## src/rtl/rgb_seq_pkg.sv

```systemverilog
// rtl/rgb_seq_pkg.sv - shared types and default sizes for the RGB fade sequencer
package rgb_seq_pkg;

    localparam int DEF_WIDTH     = 8;
    localparam int DEF_NUM_STEPS = 4;
    localparam int DEF_DIV_W     = 8;

    typedef enum logic [1:0] {
        IDLE = 2'd0,
        FADE = 2'd1,
        HOLD = 2'd2
    } seq_state_e;

    typedef struct packed {
        logic [DEF_WIDTH-1:0] r;
        logic [DEF_WIDTH-1:0] g;
        logic [DEF_WIDTH-1:0] b;
    } rgb_t;

endpackage

```

## src/rtl/rgb_channel_stepper.sv

```systemverilog
// rtl/rgb_channel_stepper.sv - one duty channel that walks 1 LSB toward its target
module rgb_channel_stepper #(
    parameter int WIDTH = 8
) (
    input  logic             clk,
    input  logic             rst_n,
    input  logic             step_en,
    input  logic [WIDTH-1:0] target,
    output logic [WIDTH-1:0] duty,
    output logic             at_target
);

    logic [WIDTH-1:0] duty_q;
    logic [WIDTH-1:0] duty_d;

    // Move one LSB toward the target; comparisons first so the value never overshoots or wraps
    always_comb begin
        duty_d = duty_q;
        if (step_en) begin
            if (duty_q < target) begin
                duty_d = duty_q + WIDTH'(1);
            end else if (duty_q > target) begin
                duty_d = duty_q - WIDTH'(1);
            end
        end
    end

    // Duty register
    always_ff @(posedge clk or negedge rst_n) begin
        if (!rst_n) begin
            duty_q <= '0;
        end else begin
            duty_q <= duty_d;
        end
    end

    assign duty      = duty_q;
    assign at_target = (duty_q == target);

endmodule

```

## src/rtl/rgb_fade_sequencer.sv

```systemverilog
// rtl/rgb_fade_sequencer.sv - palette-driven RGB fade/hold sequencer (optional RGB_SEQ_PINGPONG_EN: bounce step order)
module rgb_fade_sequencer
    import rgb_seq_pkg::*;
#(
    parameter int WIDTH     = DEF_WIDTH,
    parameter int NUM_STEPS = DEF_NUM_STEPS,
    parameter int DIV_W     = DEF_DIV_W
) (
    input  logic                         clk,
    input  logic                         rst_n,
    input  logic                         enable,
    input  logic                         period_tick,
    input  logic [DIV_W-1:0]             step_div,
    input  logic [DIV_W-1:0]             hold_ticks,
    input  logic                         cfg_we,
    input  logic [$clog2(NUM_STEPS)-1:0] cfg_addr,
    input  logic [3*WIDTH-1:0]           cfg_data,
    output logic [WIDTH-1:0]             duty_r,
    output logic [WIDTH-1:0]             duty_g,
    output logic [WIDTH-1:0]             duty_b,
    output logic [$clog2(NUM_STEPS)-1:0] step_idx,
    output logic                         busy,
    output logic                         step_done
);

    localparam int IDX_W = $clog2(NUM_STEPS);

    seq_state_e       state_q, state_d;
    logic [DIV_W-1:0] div_q, div_d;
    logic [DIV_W-1:0] hold_q, hold_d;
    logic [IDX_W-1:0] idx_q, idx_d;
    logic             done_q, done_d;
    logic             step_en;

    logic [3*WIDTH-1:0] pal_q [NUM_STEPS];
    logic [3*WIDTH-1:0] target;
    logic               at_r, at_g, at_b;
    logic               all_at;
    logic [IDX_W-1:0]   idx_next;

`ifdef RGB_SEQ_PINGPONG_EN
    localparam logic [IDX_W-1:0] LAST_IDX = IDX_W'(NUM_STEPS - 1);
    logic dir_down_q, dir_down_d;

    // Bounce between the ends; the direction flips on the step that leaves an end
    always_comb begin
        dir_down_d = dir_down_q;
        if (!dir_down_q) begin
            if (idx_q == LAST_IDX) begin
                idx_next   = idx_q - IDX_W'(1);
                dir_down_d = 1'b1;
            end else begin
                idx_next   = idx_q + IDX_W'(1);
            end
        end else begin
            if (idx_q == '0) begin
                idx_next   = idx_q + IDX_W'(1);
                dir_down_d = 1'b0;
            end else begin
                idx_next   = idx_q - IDX_W'(1);
            end
        end
    end

    // Direction register, only updated when the index actually advances
    always_ff @(posedge clk or negedge rst_n) begin
        if (!rst_n) begin
            dir_down_q <= 1'b0;
        end else if (done_d) begin
            dir_down_q <= dir_down_d;
        end
    end
`else
    // Power-of-two depth makes the natural binary wrap the modulo step
    always_comb begin
        idx_next = idx_q + IDX_W'(1);
    end
`endif

    assign target = pal_q[idx_q];
    assign all_at = at_r & at_g & at_b;

    // Sequencer control: enable low forces IDLE; fades are paced by the divider, holds by ticks
    always_comb begin
        state_d = state_q;
        div_d   = div_q;
        hold_d  = hold_q;
        idx_d   = idx_q;
        done_d  = 1'b0;
        step_en = 1'b0;
        if (!enable) begin
            state_d = IDLE;
            div_d   = '0;
            hold_d  = '0;
        end else begin
            case (state_q)
                IDLE: begin
                    state_d = FADE;
                end
                FADE: begin
                    if (all_at) begin
                        state_d = HOLD;
                        hold_d  = '0;
                    end else if (period_tick) begin
                        if (div_q == step_div) begin
                            div_d   = '0;
                            step_en = 1'b1;
                        end else begin
                            div_d = div_q + DIV_W'(1);
                        end
                    end
                end
                HOLD: begin
                    if (period_tick) begin
                        if (hold_q == hold_ticks) begin
                            idx_d   = idx_next;
                            done_d  = 1'b1;
                            state_d = FADE;
                            div_d   = '0;
                        end else begin
                            hold_d = hold_q + DIV_W'(1);
                        end
                    end
                end
                default: begin
                    state_d = IDLE;
                end
            endcase
        end
    end

    // Control registers
    always_ff @(posedge clk or negedge rst_n) begin
        if (!rst_n) begin
            state_q <= IDLE;
            div_q   <= '0;
            hold_q  <= '0;
            idx_q   <= '0;
            done_q  <= 1'b0;
        end else begin
            state_q <= state_d;
            div_q   <= div_d;
            hold_q  <= hold_d;
            idx_q   <= idx_d;
            done_q  <= done_d;
        end
    end

    // Palette storage; a write lands at the edge so same-cycle reads still see the old colour
    always_ff @(posedge clk or negedge rst_n) begin
        if (!rst_n) begin
            for (int i = 0; i < NUM_STEPS; i++) begin
                pal_q[i] <= '0;
            end
        end else if (cfg_we) begin
            pal_q[cfg_addr] <= cfg_data;
        end
    end

    rgb_channel_stepper #(.WIDTH(WIDTH)) u_step_r (
        .clk       (clk),
        .rst_n     (rst_n),
        .step_en   (step_en),
        .target    (target[3*WIDTH-1:2*WIDTH]),
        .duty      (duty_r),
        .at_target (at_r)
    );

    rgb_channel_stepper #(.WIDTH(WIDTH)) u_step_g (
        .clk       (clk),
        .rst_n     (rst_n),
        .step_en   (step_en),
        .target    (target[2*WIDTH-1:WIDTH]),
        .duty      (duty_g),
        .at_target (at_g)
    );

    rgb_channel_stepper #(.WIDTH(WIDTH)) u_step_b (
        .clk       (clk),
        .rst_n     (rst_n),
        .step_en   (step_en),
        .target    (target[WIDTH-1:0]),
        .duty      (duty_b),
        .at_target (at_b)
    );

    assign step_idx  = idx_q;
    assign busy      = (state_q != IDLE);
    assign step_done = done_q;

endmodule

```

## config.mk

```make
export PLATFORM = sky130hd
export DESIGN_NAME = rgb_fade_sequencer
export DESIGN_NICKNAME = d
export VERILOG_FILES = /design/src/rtl/rgb_seq_pkg.sv /design/src/rtl/rgb_channel_stepper.sv /design/src/rtl/rgb_fade_sequencer.sv
export SDC_FILE = /design/constraint.sdc
export NUM_CORES = 1
export LEC_CHECK = 0
export CAP_MARGIN = 20
export CELL_PAD_IN_SITES_DETAIL_PLACEMENT = 0
export CELL_PAD_IN_SITES_GLOBAL_PLACEMENT = 1
export CORE_MARGIN = 2
export CORE_UTILIZATION = 43
export CTS_BUF_LIST = sky130_fd_sc_hd__clkbuf_16
export CTS_CLUSTER_DIAMETER = 120
export CTS_CLUSTER_SIZE = 25
export DETAILED_ROUTE_END_ITERATION = 10
export PLACE_DENSITY = 0.89
export SYNTH_ARGS = -nofsm -noshare
export SYNTH_HDL_FRONTEND = slang
export SYNTH_SLANG_ARGS = --single-unit
```

## constraint.sdc

```tcl
create_clock -name clk -period 3.9 [get_ports clk]
set_input_delay 0.78 -clock clk [delete_from_list [all_inputs] [get_ports clk]]
set_output_delay 0.78 -clock clk [all_outputs]
set_load 0.05 [all_outputs]
```

==> impl_metrics.csv, run 1 <==
group,metric,value,unit
status,status,"finished clean",
floorplanning,die_h,138,um
critical_path,crit_chain,"buf_12 -> mux4_2 -> inv_2 -> ha_4 -> nor2b_4 -> o211ai_1 -> a21oi_2 -> or2_4 -> ha_4 -> nand3_2 -> o211ai_1 -> o41ai_2 -> or3_1 -> a221o_1 -> xnor2_1",
yosys,synth-async-reset-ratio,100,%
power,switching_share,24.1,%
detailed_routing,drt_pass1_iterations,4,
sta,fin_tns_setup,0,ns
power,p_leak,4.32,nW
floorplanning,ios,75,
yosys,synth_cells,613,
sta,period_needed,3.90,ns
place,hpwl,11800,um
detailed_routing,drt_wl_total,17200,um
finish,fillers,1397,
clocking,cts_htree_levels,4,
sta,rsz0062_at_grt,"yes",
floorplanning,coreArea,0.0174,mm2
sta,tightest_slew,0.806,ns
sta,finalHoldViolations,0,
sta,skew,0.0104,ns
yosys,synth_fp_nets,707,
yosys,ys.flop_type,"dfrtp_1",
power,internal-power,3.00,mW
detailed_routing,drtAntennaViolNets,0,
finish,layout-drive-gt1-share,33.6,%
yosys,yosysSeqAreaShare,45.8,%
floorplanning,die-area,0.0190,mm2
floorplanning,initial_core_util,44.2,%
critical_path,cp_max_fo,6,
yosys,synth-edff-count,0,
critical_path,cp.required,4.24,ns
power,ir_worst_vdd,0.315,mV
floorplanning,fp-row-count,48,
place,gp_congestion,0.843,
finish,antenna_cells,0,
grt,grt_usage,18.6,%
yosys,yosysWarnings,0,
yosys,ys_ff_latch,141,
critical_path,arrival,4.24,ns
yosys,netlist.area_leader.share,45.8,%
sta,whs,0.402,ns
critical_path,critPathSlowestCell,"mux4_2",
detailed_routing,wl_met2,9230,um
floorplanning,die_w,138,um
yosys,synthTopCellsByArea,"dfrtp_1 (46%), mux2_2 (15%), ha_1 (7.2%)",
job,max_cap_viol_count,0,
detailed_routing,dr_total_vias,5291,
grt,grt_max_degree,87,
sta,slew_viol_final,0,
yosys,syn_avg_cell_area,12.6,um2
detailed_routing,wl_met3,488,um
power,p_sw,0.949,mW
yosys,yosysTopAreaCell,"dfrtp_1",
detailed_routing,drc,0,
power,combPwrFrac,14.7,%
detailed_routing,avgRoutedWirePerCell,17.9,um
power,power_density,405,mW/mm2
power,p_clk_share,40.6,%
clocking,clk-insertion-delay-late,0.43,ns
critical_path,startpoint_type,"flop",
hold_path,hp-class,"primary input to async pin",
yosys,syn_area,0.00770,mm2
detailed_routing,drt-met1-wl,7240,um
finish,area_delta_synth_final,26.6,%
sta,slew_headroom,46.2,%
critical_path,criticalPathCategory,"flop to flop",
grt,antenna_found_initial,0,
clocking,cts_root_buf,"clkbuf_16",
clocking,cts_buffers,17,
yosys,synth.distinct_cells,50,
place,io_buffers,74,
grt,globalRouteOverflowTotal,0,
clocking,cts_tree,"built",
sta,finalCritPeriodShare,99.9,%
power,sequentialPowerShare,44.7,%
critical_path,endpoint_kind,"flop",
detailed_routing,initialDrtViolationCount,269,
sta,max_freq,0.257,GHz
detailed_routing,routed.top_layer,"met4",
critical_path,slowest_delay,0.50,ns
grt,grt_pass1_wl,27400,um
clocking,cts.path.max_buffers,2,
grt,grt_pass1_vias,5509,
finish,nNetsFinal,819,
clocking,clkSinkCount,141,
sta,setup_violations,0,
clocking,clk_pin_slew,0.06,ns
detailed_routing,post_drt_via_cell_ratio,5.49,
==> per-layer routing <==
| layer | track usage [%] | vias up |
|---|---|---|
| met5 | 0 | - |
| met4 | 6.01 | 0 |
| met3 | 3.61 | 22 |
| met2 | 33.2 | 79 |
| met1 | 22.8 | 2742 |
| li1 | - | 2448 |
==> cells by family after synthesis <==
kind of cell | synth area share, %
buffers and inverters | 2.99
AND/OR/NAND/NOR | 7.75
AO/OA/AOI/OAI | 7.14
XOR/XNOR | 4.65
multiplexers | 23.7
flip-flops | 45.8
adder cells (fa/ha/maj) | 7.93
==> cells in the final DEF, fill, tap and decap left out, types with 11 or more instances in the layout <==
master,synthesis,routed
dfrtp_1,141,139
buf_4,0,32
clkbuf_16,0,18
a21oi_2,0,11
a21oi_1,22,11
xnor2_1,34,34
o21ai_0,26,25
mux4_2,24,24
nand3_1,21,19
mux2_2,105,105
nor2_1,24,24
clkdlybuf4s50_1,0,73
inv_1,36,34
ha_1,44,35
nand2_1,18,18
==> worst paths after layout <==
path                                         end  cells past startpoint  slack, ns        start
worst min register to register         pal_q[46]                      1       0.50    pal_q[46]
worst min-delay path                   pal_q[77]                      1       0.40        rst_n
min in group clk                       pal_q[46]                      1       0.50    pal_q[46]
max in group asynchronous              pal_q[88]                      2       2.70        rst_n
worst max-delay path            u_step_b.duty[7]                     15      0.003  step_idx[0]
worst max register to register  u_step_b.duty[7]                     15      0.003  step_idx[0]
==> power groups by stage <==
| stage | clock, mW | sequential [mW] | combinational [mW] |
|---|---|---|---|
| CTS | 1.63 | 1.76 | 0.564 |
| finish | 1.60 | 1.76 | 0.580 |
| detailed placement | 0 | 1.79 | 0.561 |
| floorplan | 0 | 1.75 | 0.387 |
| global route | 1.69 | 1.79 | 0.642 |
| global placement | 0 | 1.77 | 0.535 |
==> state kept, by name, indices dropped and copies added (netlist names) <==
name and flops:
pal_q 96, div_q 8, hold_q 8, u_step_b.duty 8
u_step_g.duty 8, u_step_r.duty 8, state_q 2, step_idx 2
step_done 1
==> metrics by stage <==
step	util (%)	cell area, um2	power (mW)	std cells	setup slack [ns]
after detailed placement	50.5	8800	2.35	911	0.0480
after floorplan	-	7730	2.14	613	0.0366
after global placement	50.5	8800	2.30	911	0.0930
after CTS	53.9	9380	3.95	943	0.0302
after global routing	55.9	9740	4.12	963	-0.139
final	55.9	9740	3.94	963	0.00331
==> final cells by class <==
class	count	area, um2	area share [%]
clock buffer	17	425	4.37
clock inverter	15	155	1.59
inverter	36	135	1.39
multi-input combinational	418	4130	42.4
sequential	141	3530	36.2
tap	225	282	2.89
timing repair buffer	111	1080	11.1
==> repair_timing <==
item                                    CTS  global route
setup buffers                             0            19
hold buffers                              0             0
gates resized for setup                   0            34
endpoints found under the setup margin    0             6
==> critical path: cells and delay by family (launching register included) <==
kind / cells / cell delay, ns
AOI/OAI and AO/OA: 5 / 1.10
xor gates and xnor gates: 1 / 0.19
adders and majority gates: 2 / 0.50
buffers and inverters: 2 / 0.23
DFF: 1 / 0.44
muxes: 1 / 0.50
and+or+nand+nor: 4 / 0.85
==> cell usage after synthesis (2+ instances only) <==
library cell	number
o31ai_2	4
and2_1	2
mux4_2	24
clkbuf_1	11
or2_2	3
mux2_4	6
o21bai_1	3
dfrtp_1	141
nand3b_1	3
nor2b_1	7
buf_2	4
xor2_1	5
mux2_2	105
ha_1	44
nand4_1	8
o211ai_1	6
o41ai_1	3
nor3_1	5
o21a_1	3
and3_1	6
or3_1	2
nand2_1	18
a21oi_1	22
inv_1	36
xnor2_1	34
nand2b_1	5
o21ai_0	26
nand3_1	21
buf_6	3
a21o_1	7
o31ai_1	2
nor2_1	24
fa_1	3
(Power assumes the default switching activity.)
==> run 2, diff against run 1 <==
==> constraint.sdc (replaced) <==
create_clock -name clk -period 3.9 [get_ports clk]
set_input_delay 0.78 -clock clk [delete_from_list [all_inputs] [get_ports clk]]
set_output_delay 0.78 -clock clk [all_outputs]
set_load 0.1 [all_outputs]
==> run 2 against run 1 <==
Net effect:
- final area shrank 1.7%
- maximum frequency grew 1.7%
- highest routed layer is now met5
- sequential share of layout area grew 0.68 points
- worst setup slack gained 0.065 ns
==> impl_metrics.csv, run 2 (synthesized netlist as in run 1, its figures left out) <==
group,metric,value,unit
status,status,"finished clean",
clocking,cts_root_buf,"clkbuf_16",
finish,layout-drive-gt1-share,32.0,%
place,gp_congestion,0.831,
hold_path,hp-class,"primary input to async pin",
critical_path,r2r_setup_slack,0.07,ns
sta,period_needed,3.83,ns
floorplanning,coreArea,0.0174,mm2
floorplanning,die_w,138,um
sta,slew_headroom,34.3,%
detailed_routing,avgRoutedWirePerCell,18.1,um
clocking,clk_pin_slew,0.06,ns
power,ir_worst_vdd,0.347,mV
place,io_buffers,74,
critical_path,cp.required,4.22,ns
floorplanning,die-area,0.0190,mm2
critical_path,startpoint_type,"flop",
floorplanning,die_h,138,um
sta,skew,0.00652,ns
sta,finalCritPeriodShare,98.3,%
place,hpwl,11800,um
sta,rsz0062_at_grt,"yes",
finish,postLayoutCoreUtil,55.0,%
sta,finalHoldViolations,0,
finish,area_delta_synth_final,24.5,%
detailed_routing,drt_pass1_iterations,4,
floorplanning,fp-row-count,48,
finish,nNetsFinal,808,
clocking,cts.path.max_buffers,2,
finish,antenna_cells,0,
sta,tightest_slew,0.983,ns
finish,layout_commonest_cell,"dfrtp_1",
critical_path,worstRegToRegCells,16,
critical_path,critPathSlowestCell,"dfrtp_4",
sta,max_freq,0.261,GHz
place,pre_cts_slack,-0.000486,ns
finish,largest_reg_flops,96,
critical_path,r2r-end,"u_step_b.duty[7]",
sta,slew_viol_final,0,
grt,antenna_found_initial,1,
critical_path,r2r_start,"step_idx[0]",
clocking,cts_htree_levels,4,
sta,fin_ws,0.0681,ns
floorplanning,ios,75,
detailed_routing,dr_total_vias,5291,
grt,grt_max_degree,90,
critical_path,crit_start,"step_idx[0]",
grt,grt_pass1_wl,27700,um
critical_path,crit_chain,"buf_12 -> buf_4 -> mux4_2 -> inv_1 -> ha_1 -> o211ai_1 -> a21oi_2 -> or2_4 -> ha_4 -> buf_4 -> nand2_1 -> o211ai_1 -> o41ai_2 -> o21ai_1 -> a221o_1 -> xnor2_1",
critical_path,slowest_delay,0.49,ns
grt,globalRouteOverflowTotal,0,
detailed_routing,drtAntennaViolNets,0,
floorplanning,initial_core_util,44.2,%
detailed_routing,drc,0,
critical_path,endpoint_kind,"flop",
power,power_density,411,mW/mm2
grt,grt_pass1_vias,5670,
detailed_routing,drt_wl_total,17200,um
clocking,clk-insertion-delay-late,0.43,ns
grt,grt_usage,19.1,%
sta,setup_violations,0,
job,max_cap_viol_count,0,
clocking,cts_buffers,17,
detailed_routing,post_drt_via_cell_ratio,5.56,
finish,regMostFlops,"pal_q",
clocking,clkSinkCount,141,
finish,final_cell_mix,"dfrtp_1 (139), mux2_2 (105), clkdlybuf4s50_1 (71)",
power,p_leak,4.24,nW
critical_path,criticalPathCategory,"flop to flop",
critical_path,arrival,4.15,ns
clocking,cts_tree,"built",
detailed_routing,initialDrtViolationCount,302,
critical_path,cp_max_fo,10,
[run 2: cell count changes in the layout (fill, tap and decap cells not counted), sizes merged]
cell	previous run	this run
clkinv	7	3
clkinvlp	2	5
clkbuf	18	17
bufinv	3	2
inv	39	41
buf	37	29
clkdlybuf4s50	73	71
[run 2: layout make-up]
| cell class | instances | area (um2) |
|---|---|---|
| Tap cell | 225 | 282 |
| Multi-Input combinational cell | 418 | 4080 |
| Clock inverter | 15 | 149 |
| Sequential cell | 141 | 3540 |
| Timing Repair Buffer | 100 | 970 |
| Fill cell | 1393 | 7840 |
| Clock buffer | 17 | 425 |
| Inverter | 36 | 135 |
[run 2: worst max path at each step]
| stage | end | slack (ns) | cells after the start |
|---|---|---|---|
| after floorplan | u_step_b.duty[7] | -0.02 | 16 |
| after global placement | u_step_b.duty[7] | 0.06 | 14 |
| after detailed placement | u_step_b.duty[7] | -0.0005 | 14 |
| after CTS | u_step_b.duty[7] | 0.08 | 15 |
| after global routing | u_step_b.duty[7] | -0.09 | 15 |
| final | u_step_b.duty[7] | 0.07 | 16 |
[run 2: metrics by stage]
stage | total power [mW] | setup TNS [ns] | hold WS (ns) | area (um2) | cells
6_report | 3.93 | 0 | 0.399 | 9580 | 952
5_1_grt | 4.10 | -0.210 | 0.469 | 9580 | 952
4_1_cts | 3.95 | 0 | 0.439 | 9460 | 944
3_5_place_dp | 2.37 | -0.000486 | 0.488 | 8840 | 909
3_3_place_gp | 2.31 | 0 | 0.481 | 8840 | 909
2_1_floorplan | 2.15 | -0.0239 | 0.466 | 7810 | 613
[run 2: metal layers]
layer / GRT usage [%] / share of wire, % / vias up
met5: 0 / 0.075 / -
met4: 8.39 / 2.5 / 2
met3: 4.53 / 4.8 / 35
met2: 32.9 / 52 / 119
met1: 22.7 / 40 / 2702
li1: - / - / 2433
[run 2: where the power goes]
group          switching (mW)  leakage [nW]  total (mW)  internal (mW)
sequential              0.108          1.75        1.77           1.66
clock                   0.643         0.272        1.58          0.938
combinational           0.247          2.21       0.586          0.339
total                   0.998          4.24        3.93           2.94
[run 2: timing repair]
item                       CTS  global route
setup endpoints to repair    1             6
resized for setup            1            14
hold buffers                 0             0
setup buffers                3             8
pin swaps                    0            11
[run 2: worst max-delay path, delay by kind of cell, from the launching register on]
| family | cells | cell delay (ns) |
|---|---|---|
| xor gates and xnor gates | 1 | 0.12 |
| buffers and inverters | 4 | 0.54 |
| DFF | 1 | 0.49 |
| AOI/OAI and AO/OA | 6 | 1.19 |
| adders and majority gates | 2 | 0.54 |
| muxes | 1 | 0.42 |
| and+or+nand+nor | 2 | 0.39 |
==> run 3, diff against run 2 <==
--- a/config.mk
+++ b/config.mk
@@ -5,7 +5,6 @@
 export SDC_FILE = /design/constraint.sdc
 export NUM_CORES = 1
 export LEC_CHECK = 0
-export CAP_MARGIN = 20
 export CELL_PAD_IN_SITES_DETAIL_PLACEMENT = 0
 export CELL_PAD_IN_SITES_GLOBAL_PLACEMENT = 1
 export CORE_MARGIN = 2
==> results of run 3 <==
Final layout, timing and power as in run 2 (identical DEF).
